===== src/rtl/ltc2333_read.sv =====
// LTC2333 SDO read-back: deserialises retimed SDO bits into per-channel words and
// buffers them in a first-word-fall-through FIFO with a stream handshake.
module ltc2333_read #(
  parameter int unsigned WORD_BITS  = 24,
  parameter int unsigned FIFO_DEPTH = 4,
  parameter int unsigned NCHAN_MAX  = 8
) (
  input  logic        clk,
  input  logic        local_aresetn,
  input  logic        frame_start,
  input  logic        bit_valid,
  input  logic        sdo,
  input  logic [3:0]  n_chan,
  output logic [31:0] m_tdata,
  output logic        m_tvalid,
  input  logic        m_tready,
  output logic        m_tlast,
  output logic        overflow,
  output logic        frame_err,
  output logic [15:0] drop_cnt
);

  localparam int unsigned BcW  = $clog2(WORD_BITS);
  localparam int unsigned PtrW = $clog2(FIFO_DEPTH);
  localparam logic [4:0]  NchanMax = 5'(NCHAN_MAX);
  localparam logic [BcW-1:0] LastBit = BcW'(WORD_BITS - 1);

  typedef enum logic [1:0] {StIdle, StCapture, StHold} state_e;

  state_e               state_q, state_d;
  logic [BcW-1:0]       bit_cnt_q, bit_cnt_d;
  logic [3:0]           word_cnt_q, word_cnt_d;
  logic [3:0]           nchan_q, nchan_d;
  logic [WORD_BITS-1:0] shreg_q, shreg_d;
  logic                 discard_q, discard_d;
  logic                 frame_err_q, frame_err_d;
  logic                 pend_valid_q, pend_valid_d;
  logic [31:0]          pend_data_q, pend_data_d;
  logic                 pend_last_q, pend_last_d;

  logic [32:0]          mem_q [FIFO_DEPTH];
  logic [32:0]          mem_d [FIFO_DEPTH];
  logic [PtrW:0]        wr_ptr_q, wr_ptr_d;
  logic [PtrW:0]        rd_ptr_q, rd_ptr_d;
  logic                 overflow_q, overflow_d;
  logic [15:0]          drop_cnt_q, drop_cnt_d;

  logic                 nchan_ok;
  logic                 fifo_empty, fifo_full;
  logic                 pop, push, drop;
  logic [32:0]          rd_entry;

  assign nchan_ok = (n_chan != 4'd0) && ({1'b0, n_chan} <= NchanMax);

  // Frame capture FSM
  always_comb begin
    state_d      = state_q;
    bit_cnt_d    = bit_cnt_q;
    word_cnt_d   = word_cnt_q;
    nchan_d      = nchan_q;
    shreg_d      = shreg_q;
    discard_d    = discard_q;
    frame_err_d  = frame_err_q;
    pend_valid_d = 1'b0;
    pend_data_d  = pend_data_q;
    pend_last_d  = pend_last_q;

    unique case (state_q)
      StIdle, StHold: begin
        if (frame_start) begin
          if (nchan_ok) begin
            state_d    = StCapture;
            nchan_d    = n_chan;
            bit_cnt_d  = '0;
            word_cnt_d = '0;
          end else begin
            frame_err_d = 1'b1;
          end
        end
      end
      StCapture: begin
        if (frame_start) begin
          // Abort: partial word is lost and the configuration frame counts as consumed.
          frame_err_d = 1'b1;
          discard_d   = 1'b0;
          if (nchan_ok) begin
            nchan_d    = n_chan;
            bit_cnt_d  = '0;
            word_cnt_d = '0;
          end else begin
            state_d = StIdle;
          end
        end else if (bit_valid) begin
          shreg_d = {shreg_q[WORD_BITS-2:0], sdo};
          if (bit_cnt_q == LastBit) begin
            bit_cnt_d    = '0;
            word_cnt_d   = word_cnt_q + 4'd1;
            pend_valid_d = !discard_q;
            pend_data_d  = {5'b0, shreg_d[2:0], shreg_d[5:3], 3'b0, shreg_d[23:6]};
            pend_last_d  = (word_cnt_q == nchan_q - 4'd1);
            if (word_cnt_q == nchan_q - 4'd1) begin
              state_d   = StHold;
              discard_d = 1'b0;
            end
          end else begin
            bit_cnt_d = bit_cnt_q + BcW'(1);
          end
        end
      end
      default: state_d = StIdle;
    endcase
  end

  // Output FIFO; a push onto a full FIFO is accepted when a pop frees a slot in the same cycle.
  assign fifo_empty = (wr_ptr_q == rd_ptr_q);
  assign fifo_full  = (wr_ptr_q[PtrW] != rd_ptr_q[PtrW]) &&
                      (wr_ptr_q[PtrW-1:0] == rd_ptr_q[PtrW-1:0]);
  assign pop        = !fifo_empty && m_tready;
  assign push       = pend_valid_q && (!fifo_full || pop);
  assign drop       = pend_valid_q && fifo_full && !pop;
  assign rd_entry   = mem_q[rd_ptr_q[PtrW-1:0]];

  always_comb begin
    mem_d      = mem_q;
    wr_ptr_d   = wr_ptr_q;
    rd_ptr_d   = rd_ptr_q;
    overflow_d = overflow_q;
    drop_cnt_d = drop_cnt_q;
    if (push) begin
      mem_d[wr_ptr_q[PtrW-1:0]] = {pend_last_q, pend_data_q};
      wr_ptr_d                  = wr_ptr_q + (PtrW+1)'(1);
    end
    if (pop) begin
      rd_ptr_d = rd_ptr_q + (PtrW+1)'(1);
    end
    if (drop) begin
      overflow_d = 1'b1;
      if (drop_cnt_q != 16'hFFFF) begin
        drop_cnt_d = drop_cnt_q + 16'd1;
      end
    end
  end

  always_ff @(posedge clk or negedge local_aresetn) begin
    if (!local_aresetn) begin
      state_q      <= StIdle;
      bit_cnt_q    <= '0;
      word_cnt_q   <= '0;
      nchan_q      <= '0;
      shreg_q      <= '0;
      discard_q    <= 1'b1;
      frame_err_q  <= 1'b0;
      pend_valid_q <= 1'b0;
      pend_data_q  <= '0;
      pend_last_q  <= 1'b0;
      mem_q        <= '{default: '0};
      wr_ptr_q     <= '0;
      rd_ptr_q     <= '0;
      overflow_q   <= 1'b0;
      drop_cnt_q   <= '0;
    end else begin
      state_q      <= state_d;
      bit_cnt_q    <= bit_cnt_d;
      word_cnt_q   <= word_cnt_d;
      nchan_q      <= nchan_d;
      shreg_q      <= shreg_d;
      discard_q    <= discard_d;
      frame_err_q  <= frame_err_d;
      pend_valid_q <= pend_valid_d;
      pend_data_q  <= pend_data_d;
      pend_last_q  <= pend_last_d;
      mem_q        <= mem_d;
      wr_ptr_q     <= wr_ptr_d;
      rd_ptr_q     <= rd_ptr_d;
      overflow_q   <= overflow_d;
      drop_cnt_q   <= drop_cnt_d;
    end
  end

  assign m_tvalid  = !fifo_empty;
  assign m_tdata   = fifo_empty ? 32'd0 : rd_entry[31:0];
  assign m_tlast   = !fifo_empty && rd_entry[32];
  assign overflow  = overflow_q;
  assign frame_err = frame_err_q;
  assign drop_cnt  = drop_cnt_q;

endmodule


===== config.mk =====
export PLATFORM = sky130hd
export DESIGN_NAME = ltc2333_read
export DESIGN_NICKNAME = d
export VERILOG_FILES = /design/src/rtl/ltc2333_read.sv
export SDC_FILE = /design/constraint.sdc
export NUM_CORES = 1
export LEC_CHECK = 0
export BUFFER_PORTS_ARGS = -buffer_cell sky130_fd_sc_hd__buf_2
export CAP_MARGIN = 10
export CORE_ASPECT_RATIO = 0.5
export CORE_MARGIN = 4
export CORE_UTILIZATION = 55
export DETAILED_ROUTE_END_ITERATION = 8
export GPL_ROUTABILITY_DRIVEN = 0
export PLACE_DENSITY = 0.77
export SYNTH_ARGS = -nofsm -noshare
export SYNTH_HDL_FRONTEND = slang
export SYNTH_SLANG_ARGS = --single-unit

===== constraint.sdc =====
create_clock -name clk -period 1.89 [get_ports clk]
set_clock_uncertainty 0.1 [all_clocks]
set_input_delay 0.378 -clock clk [delete_from_list [all_inputs] [get_ports clk]]
set_output_delay 0.378 -clock clk [all_outputs]
set_load 0.02 [all_outputs]

==> summary.md <==
| Metric | Value |
|---|---|
| Hold Crit Class | input port to register |
| Worst Path Required | roughly 1400 ps |
| DR iter-0 viols | 327 |
| Max Clk Rate | 0.404 GHz |
| Worst path most repeated cell | buf_6 |
| Largest net degree at the start of global routing | between 40 and 50 |
| Top post-synthesis cells by count | dfrtp_1, mux2_2, mux2_4 |
| Max stage delay on crit path | 550 ps |
| GRT Resource Usage Total | 20.2% |
| Post-synth EDFFs | 0 |
| Share of cells above drive strength 1 | roughly 55% |
| Skew-Pair Late Insertion Delay | between 400 and 500 ps |
| Detail Route Antenna Nets | 0 |
| DIE HEIGHT | 98.0 um |
| Top cells by area, synth | dfrtp_1, mux2_4, mux2_2 |
| Clk buf depth | 2 |
| Post-synthesis register bit count | between 150 and 200 |
| Worst-path clk slew | around 70 ps |
| Post-Route WL | 19700 um |
| Synth Area in Compound Gates | about 1.5% |
| CP max stage cell | mux4_2 |
| Worst path bufs/invs | 3 |
| Rows | 32 |
| RSZ-0062 raised after global routing | yes |
| Remaining DRCs | 0 |
| Hpwl dp | 11300 um |
| DIE AREA | 0.0184 mm^2 |
| Chip Width | 188 um |
| Failing checks | setup timing |
| H-tree levels | 4 |
| Adder-cell share of the synthesized area | 1.26% |
| Top_reg_cell synth | dfrtp_1 |
| First-pass GRT wire length | approximately 29000 um |
| Vias in the first global route | 5297 |
| Initial antenna violation count | 0 |
| Total gr overflow | 0 |
| Slew Limit Fails | 0 |
| Worst EP arrival | 2000 ps |
| Critical path endpoint category | output port |
| Mapped Area | around 0.0089 mm^2 |
| Core footprint | 0.0157 mm^2 |
| Type of the worst setup path | register to output port |
| Cell Pwr Density | ~900 mW/mm^2 |
| CTS root buffer | clkbuf_16 |
| Cells along the critical path | buf_6 -> buf_12 -> mux4_2 -> and2_4 -> buf_6 |
| Outcome | complete, but fails checks |
| Fillers | between 900 and 1k |
| TritonCTS Buffers | 17 |
| Mean Syn Cell Area | 15.5 um^2 |
| Syn-to-layout area delta | 26.0% |
| IO Port Bufs | 53 |
| Final setup violation count | 143 |
| Drt via density | 5.57 |
| Setup ws final | -583 ps |
| Startpoint Class | register |
| Pre-antenna DRT Iters | 5 |
| CP top delay family | multiplexers |
| Total power | 10.1 mW |
| Min Hold Slack | 95.3 ps |
| Mux cell area share after synthesis | 29.7% |
| R2R Setup Slk | -230 ps |
| CTS tree | built |
| Starting Density | 56.9% |
| Max Cap Viol | 0 |
| Min Tclk post-route | 2470 ps |
| Routed len/inst | 21.1 um |
| Area leader, netlist | dfrtp_1 |
| Yosys top cell area share | around 53% |
| Total clock sinks | 189 |
| Ports | between 60 and 70 |
| Mapped Cells | ~580 |
| Antenna fix cells | 0 |
| Post-synthesis async set-or-reset flop share | 100% |
| Max IR drop VDD | 0.669 mV |
| Vias | 5201 |
| Post-synthesis sequential area ratio | between 50% and 60% |
| Period utilization | 131% |
| # nets final | 718 |
| CP max FO | 7 |
| Largest family of logic cells by synthesized area | multiplexers |
| Final hold viol count | 0 |
| Xor/xnor share of the synthesized area | 3.02% |
| Synth Warn # | 0 |
| Most frequent cell after synthesis | dfrtp_1 |
| Cell leakage power | 5.64 nW |
| Library cells used by synthesis | 47 |
| Post-Synth Simple-Gate Area | 7.48% |
-- report_power, final --
part           switching [mW]  internal [mW]
logic                   0.973           1.08
registers               0.159           4.19
clock network            1.71           1.95
total                    2.85           7.22
-- logic make-up after synthesis --
kind of cell	count (synthesis)
compound gates	21
xor+xnor	29
fa+ha+maj	9
buf+inv	39
flops	189
mux	183
other cells	1
simple gates	104
-- area by class of cell --
| type | instances | area, um^2 | area share (%) |
|---|---|---|---|
| clock buffer | 19 | 453 | 4.03 |
| tap | 221 | 277 | 2.46 |
| sequential | 189 | 4730 | 42.1 |
| clock inverter | 13 | 145 | 1.29 |
| inverter | 6 | 22.5 | 0.201 |
| multi-input combinational | 354 | 4110 | 36.6 |
| timing repair buffer | 131 | 1490 | 13.3 |
-- sequential cells by signal, indices dropped and copies added, names as in the netlist, 2 cells and up --
register,cells
drop_cnt,16
rd_ptr_q,3
word_cnt_q,4
pend_data_q,24
shreg_q,23
nchan_q,4
wr_ptr_q,3
bit_cnt_q,5
mem_q,100
state_q,2
-- cell usage in the layout (no fill, tap or decap), drive strengths merged, types with 6 or more instances in the layout --
cell    count
ha          9
nand4       8
nand2b      6
mux4       25
nand3      10
buf       128
xnor2      26
nand2      22
o21ai       9
mux2      158
and2       29
conb        8
inv        13
clkbuf     21
dfrtp     188
-- through the flow --
stage / instances / instance area (um^2) / setup WS [ps] / TNS [ps] / util [%]
3_5_place_dp: 875 / 9870 / -86.2 / -6350 / 63.1
6_report: 933 / 11200 / -583 / -34680 / 71.7
5_1_grt: 933 / 11200 / -638 / -45280 / 71.7
3_3_place_gp: 875 / 9870 / -61.5 / -4090 / 63.1
2_1_floorplan: 582 / 8950 / -56.2 / -4130 / -
4_1_cts: 920 / 10900 / -513 / -26140 / 69.6
-- repair_timing --
item,CTS,global route
setup buffers,9,9
hold endpoints to repair,28,0
gates resized for setup,87,58
pin swaps,18,10
cloned,3,4
setup endpoints to repair,151,168
hold buffers,1,0
-- final timing paths --
| kind | start | endpoint | cells after the start |
|---|---|---|---|
| max | rd_ptr_q[0]$_DFFE_PN0P_ | m_tdata[5] | 5 |
| min | n_chan[2] | nchan_q[2]$_DFFE_PN0P_ | 2 |
| max reg2reg | rd_ptr_q[0]$_DFFE_PN0P_ | mem_q[78]$_DFFE_PN0P_ | 8 |
| min reg2reg | overflow$_DFFE_PN0P_ | overflow$_DFFE_PN0P_ | 1 |
| max in group asynchronous | local_aresetn | mem_q[57]$_DFFE_PN0P_ | 3 |
| min in group asynchronous | local_aresetn | nchan_q[0]$_DFFE_PN0P_ | 2 |
-- per-layer routing --
metal | vias to the layer above | GRT usage, % | routed length [um]
li1 | 2303 | - | -
met3 | 26 | 4.93 | 1070
met1 | 2742 | 29.2 | 9130
met4 | 0 | 6.09 | 332
met5 | - | 0 | 0
met2 | 130 | 30.7 | 9200
-- worst register-to-register path, cell delays in order (launching register included) --
cell and delay, ps:
dfrtp_2 440, buf_4 150, xnor2_2 160, nand2_1 80, o31a_1 320, buf_12 170
nand2_8 130, buf_12 160, mux2_4 310
Power figures use the tool's default switching activity.
